===== config.mk =====
export PLATFORM = sky130hd
export DESIGN_NAME = fsm_cfg_serializer
export DESIGN_NICKNAME = d
export VERILOG_FILES = /design/src/rtl/fsm_cfg_serializer.sv
export SDC_FILE = /design/constraint.sdc
export NUM_CORES = 1
export LEC_CHECK = 0
export ABC_AREA = 1
export BUFFER_PORTS_ARGS = -buffer_cell sky130_fd_sc_hd__buf_2
export CORE_MARGIN = 10
export CORE_UTILIZATION = 50
export DETAILED_ROUTE_END_ITERATION = 10
export PLACE_DENSITY = 0.75
export SYNTH_ARGS = -nofsm -noshare
export SYNTH_HDL_FRONTEND = slang
export SYNTH_SLANG_ARGS = --single-unit

===== constraint.sdc =====
create_clock -name clk -period 1.8 [get_ports clk]
set_clock_uncertainty 0.15 [all_clocks]
set_input_delay 0.09 -clock clk [delete_from_list [all_inputs] [get_ports clk]]
set_output_delay 0.09 -clock clk [all_outputs]
set_load 0.05 [all_outputs]

===== src/rtl/fsm_cfg_serializer.sv =====
// Serializes a config word onto REG_STATE after an RST_CYCLES rx_rst pulse.
// Frame is RST_CYCLES+WIDTH+1 cycles busy; start is ignored until the IDLE cycle after done.
module fsm_cfg_serializer #(
    parameter int WIDTH      = 27,
    parameter int RST_CYCLES = 2,
    parameter bit MSB_FIRST  = 1'b1
) (
    input  logic             clk,
    input  logic             reset,
    input  logic             start,
    input  logic [WIDTH-1:0] data_in,
    output logic             ser_out,
    output logic             rx_rst,
    output logic             busy,
    output logic             done
);

    localparam int MAXV = (WIDTH > RST_CYCLES) ? WIDTH : RST_CYCLES;
    localparam int CW   = (MAXV > 2) ? $clog2(MAXV) : 1;

    typedef enum logic [1:0] {IDLE, PRE, SHIFT, DONE} state_t;

    state_t           state_q, state_d;
    logic [WIDTH-1:0] shreg_q, shreg_d;
    logic [CW-1:0]    cnt_q, cnt_d;
    logic             ser_q, ser_d;
    logic             rx_rst_q, rx_rst_d;
    logic             busy_q, busy_d;
    logic             done_q, done_d;

    // The head bit always sits at the same end; the register shifts toward it.
    logic             head_bit;
    logic [WIDTH-1:0] shreg_shifted;

    assign head_bit      = MSB_FIRST ? shreg_q[WIDTH-1] : shreg_q[0];
    assign shreg_shifted = MSB_FIRST ? {shreg_q[WIDTH-2:0], 1'b0}
                                     : {1'b0, shreg_q[WIDTH-1:1]};

    always_ff @(posedge clk or posedge reset) begin
        if (reset) begin
            state_q  <= IDLE;
            shreg_q  <= '0;
            cnt_q    <= '0;
            ser_q    <= 1'b0;
            rx_rst_q <= 1'b0;
            busy_q   <= 1'b0;
            done_q   <= 1'b0;
        end else begin
            state_q  <= state_d;
            shreg_q  <= shreg_d;
            cnt_q    <= cnt_d;
            ser_q    <= ser_d;
            rx_rst_q <= rx_rst_d;
            busy_q   <= busy_d;
            done_q   <= done_d;
        end
    end

    always_comb begin
        state_d  = state_q;
        shreg_d  = shreg_q;
        cnt_d    = cnt_q;
        ser_d    = 1'b0;
        rx_rst_d = rx_rst_q;
        busy_d   = busy_q;
        done_d   = 1'b0;

        unique case (state_q)
            IDLE: begin
                rx_rst_d = 1'b0;
                busy_d   = 1'b0;
                if (start) begin
                    shreg_d  = data_in;
                    busy_d   = 1'b1;
                    rx_rst_d = 1'b1;
                    cnt_d    = CW'(RST_CYCLES - 1);
                    state_d  = PRE;
                end
            end
            PRE: begin
                if (cnt_q == '0) begin
                    rx_rst_d = 1'b0;
                    ser_d    = head_bit;
                    shreg_d  = shreg_shifted;
                    cnt_d    = CW'(WIDTH - 1);
                    state_d  = SHIFT;
                end else begin
                    cnt_d = cnt_q - CW'(1);
                end
            end
            SHIFT: begin
                if (cnt_q == '0) begin
                    done_d  = 1'b1;
                    state_d = DONE;
                end else begin
                    ser_d   = head_bit;
                    shreg_d = shreg_shifted;
                    cnt_d   = cnt_q - CW'(1);
                end
            end
            DONE: begin
                busy_d  = 1'b0;
                state_d = IDLE;
            end
            default: state_d = IDLE;
        endcase
    end

    assign ser_out = ser_q;
    assign rx_rst  = rx_rst_q;
    assign busy    = busy_q;
    assign done    = done_q;

endmodule


==> results.py <==
metrics = {
    "detailed_routing": {
        "routed_wl_um": 4818,
        "drc": 0,
        "ant_nets": 0,
        "drt_first_pass_iters": 5,
        "via_count": 1964,
        "drtIter0Drc": 167,
        "via_per_inst": 4.790,
        "wl_per_cell_um": 11.75,
    },
    "yosys": {
        "synth_nets": 325,
        "ys_warn_count": 0,
        "ys_types": 20,
        "synth.avg_cell_area_um2": 7.208,
        "syn_area_mm2": 0.002083,
        "synth_cells": 289,
        "seq_area_frac_synth_pct": 45.65,
        "ys_seq_elements": 38,
    },
    "placed_design": {
        "place_area_mm2": 0.002337,
        "portBuffers": 33,
        "dp_hpwl_um": 3055,
        "gp_congestion": 0.8363,
        "dp.cells": 373,
        "pre_cts_slack_ns": -0.008275,
    },
    "sta": {
        "holdWs_ns": 0.3213,
        "worst_pin_slew_ns": 0.4778,
        "final.min_clock_period_ns": 1.678,
        "finalCritPeriodShare_pct": 93.22,
        "max_clock_freq_ghz": 0.5960,
        "fin_ws_ns": 0.1220,
        "finalSetupViolCount": 0,
        "rsz0062_at_grt": "no",
        "final_max_slew_viol_count": 0,
        "finalHoldViolations": 0,
        "fin_setup_tns_ns": 0,
        "slew_headroom_pct": 68.15,
    },
    "final_layout": {
        "mostFrequentLayoutCells": "nand2_1 (186), dfrtp_1 (38), buf_2 (33)",
        "layout_commonest_cell": "nand2_1",
        "fin_nets": 395,
        "drive_gt1_share_pct": 17.78,
        "final_area_mm2": 0.002798,
        "final_util_pct": 69.44,
        "syn2layout_area_growth_pct": 34.29,
        "antenna_cells": 0,
        "multi_input_area_mm2": 0.001026,
        "regArea_um2": 950.9,
        "n_fill_cell": 320,
        "stdcell_count": 410,
    },
    "cts": {
        "clk_path_buf_depth": 2,
        "clkSlewWorstSetupHoldPaths_ns": 0.08,
        "root_buffer": "clkbuf_8",
        "numCtsBuffers": 5,
        "h-tree-depth": 2,
        "clock-sinks": 38,
        "clk_latency_ns": 0.30,
        "cts_tree": "done",
    },
    "grt": {
        "grt_pass1_vias": 1927,
        "grt_pass1_wl_um": 8625,
        "grt_usage_pct": 14.23,
        "antenna_found_initial": 0,
        "grt_max_degree": 39,
        "grt_remaining_overflow": 0,
    },
    "pwr": {
        "p_total_mw": 5.837,
        "power_density_mw_per_mm2": 2086,
        "max-vdd-ir-drop_uv": 1112,
        "leakagePower_nw": 1.593,
    },
    "floorplanning": {
        "start_util_pct": 51.71,
        "die_w_um": 84.55,
        "std_cell_rows": 23,
        "dieHeight_um": 84.55,
        "io_pins": 34,
        "core_region_area_mm2": 0.004029,
        "die_area_mm2": 0.007149,
    },
    "critical_path": {
        "crit_required_ns": 1.83,
        "worstSetupStartpointType": "register",
        "cp_max_fo": 6,
        "cp.arrival_ns": 1.71,
        "critPathKind": "register to register",
        "endpoint_kind": "register",
    },
    "min_path": {
        "min_path_type": "input pin to asynchronous set/reset pin",
    },
    "run": {
        "drv_cap": 0,
    },
    "outcome": {
        "status": "completed",
    },
}
-- state kept, by name (all words and copies together), names as in the netlist --
register  flops
cnt_q         5
rx_rst        1
busy          1
shreg_q      27
ser_out       1
done          1
state_q       2
-- kinds of logic after synthesis --
kind of cell,synth area share (%)
and+or+nand+nor,41.80
DFF,45.65
buffers and inverters,6.426
AOI/OAI and AO/OA,2.523
adders and majority gates,3.604
-- final timing paths --
kind | start | cells after the start | to | slack [ns]
max in group asynchronous | reset | 4 | state_q[0]$_DFFE_PP0P_ | 0.84
max | state_q[0]$_DFFE_PP0P_ | 7 | cnt_q[4]$_DFFE_PP0P_ | 0.12
min reg2reg | shreg_q[0]$_DFFE_PP0P_ | 2 | shreg_q[0]$_DFFE_PP0P_ | 0.32
min | reset | 4 | shreg_q[15]$_DFFE_PP0P_ | 0.32
min in group clk | shreg_q[0]$_DFFE_PP0P_ | 2 | shreg_q[0]$_DFFE_PP0P_ | 0.32
max reg2reg | state_q[0]$_DFFE_PP0P_ | 7 | cnt_q[4]$_DFFE_PP0P_ | 0.12
-- final cells by class --
| class | count | area share [%] |
|---|---|---|
| multi-input cells | 225 | 36.67 |
| clock buffers | 6 | 2.952 |
| clock inverters | 2 | 2.147 |
| flip-flops and latches | 38 | 33.99 |
| repair buffers | 73 | 19.68 |
| well taps | 50 | 2.236 |
| inverters | 16 | 2.326 |
-- cell usage after synthesis, drive strengths merged --
master	number	area, um^2
nand2	189	731.9
dfrtp	38	950.9
inv	15	61.31
nor2	11	65.06
nand3	8	52.55
ha	6	75.07
o21ai	6	30.03
buf	5	50.04
clkbuf	5	18.77
a21oi	3	15.01
clkinv	1	3.750
nand4	1	21.27
o31ai	1	7.510
-- power by group --
part	total, mW	internal, mW	switching, mW
combinational	3.44	1.27	2.17
clock	0.901	0.591	0.310
sequential	1.50	1.27	0.226
total	5.84	3.13	2.71
-- routing by layer --
layer,vias up,track usage (%),routed length (um)
met1,912,16.33,2089
met3,4,3.575,179
met4,0,6.287,57
met5,-,0,0
li1,1012,-,-
met2,36,24.30,2492
-- critical path, stage by stage (launching register included) --
cell and delay, ns:
dfrtp_1 0.37, inv_1 0.09, ha_1 0.26, buf_4 0.17
o21ai_0 0.23, a21oi_1 0.06, o21ai_0 0.18, nand2_1 0.06
-- timing repair --
action | CTS | global route
endpoints found under the hold margin | 67 | 0
gates resized for setup | 2 | 3
buffers inserted | 0 | 0
hold buffers | 29 | 0
setup endpoints to repair | 21 | 27
(Power assumes the default switching activity.)
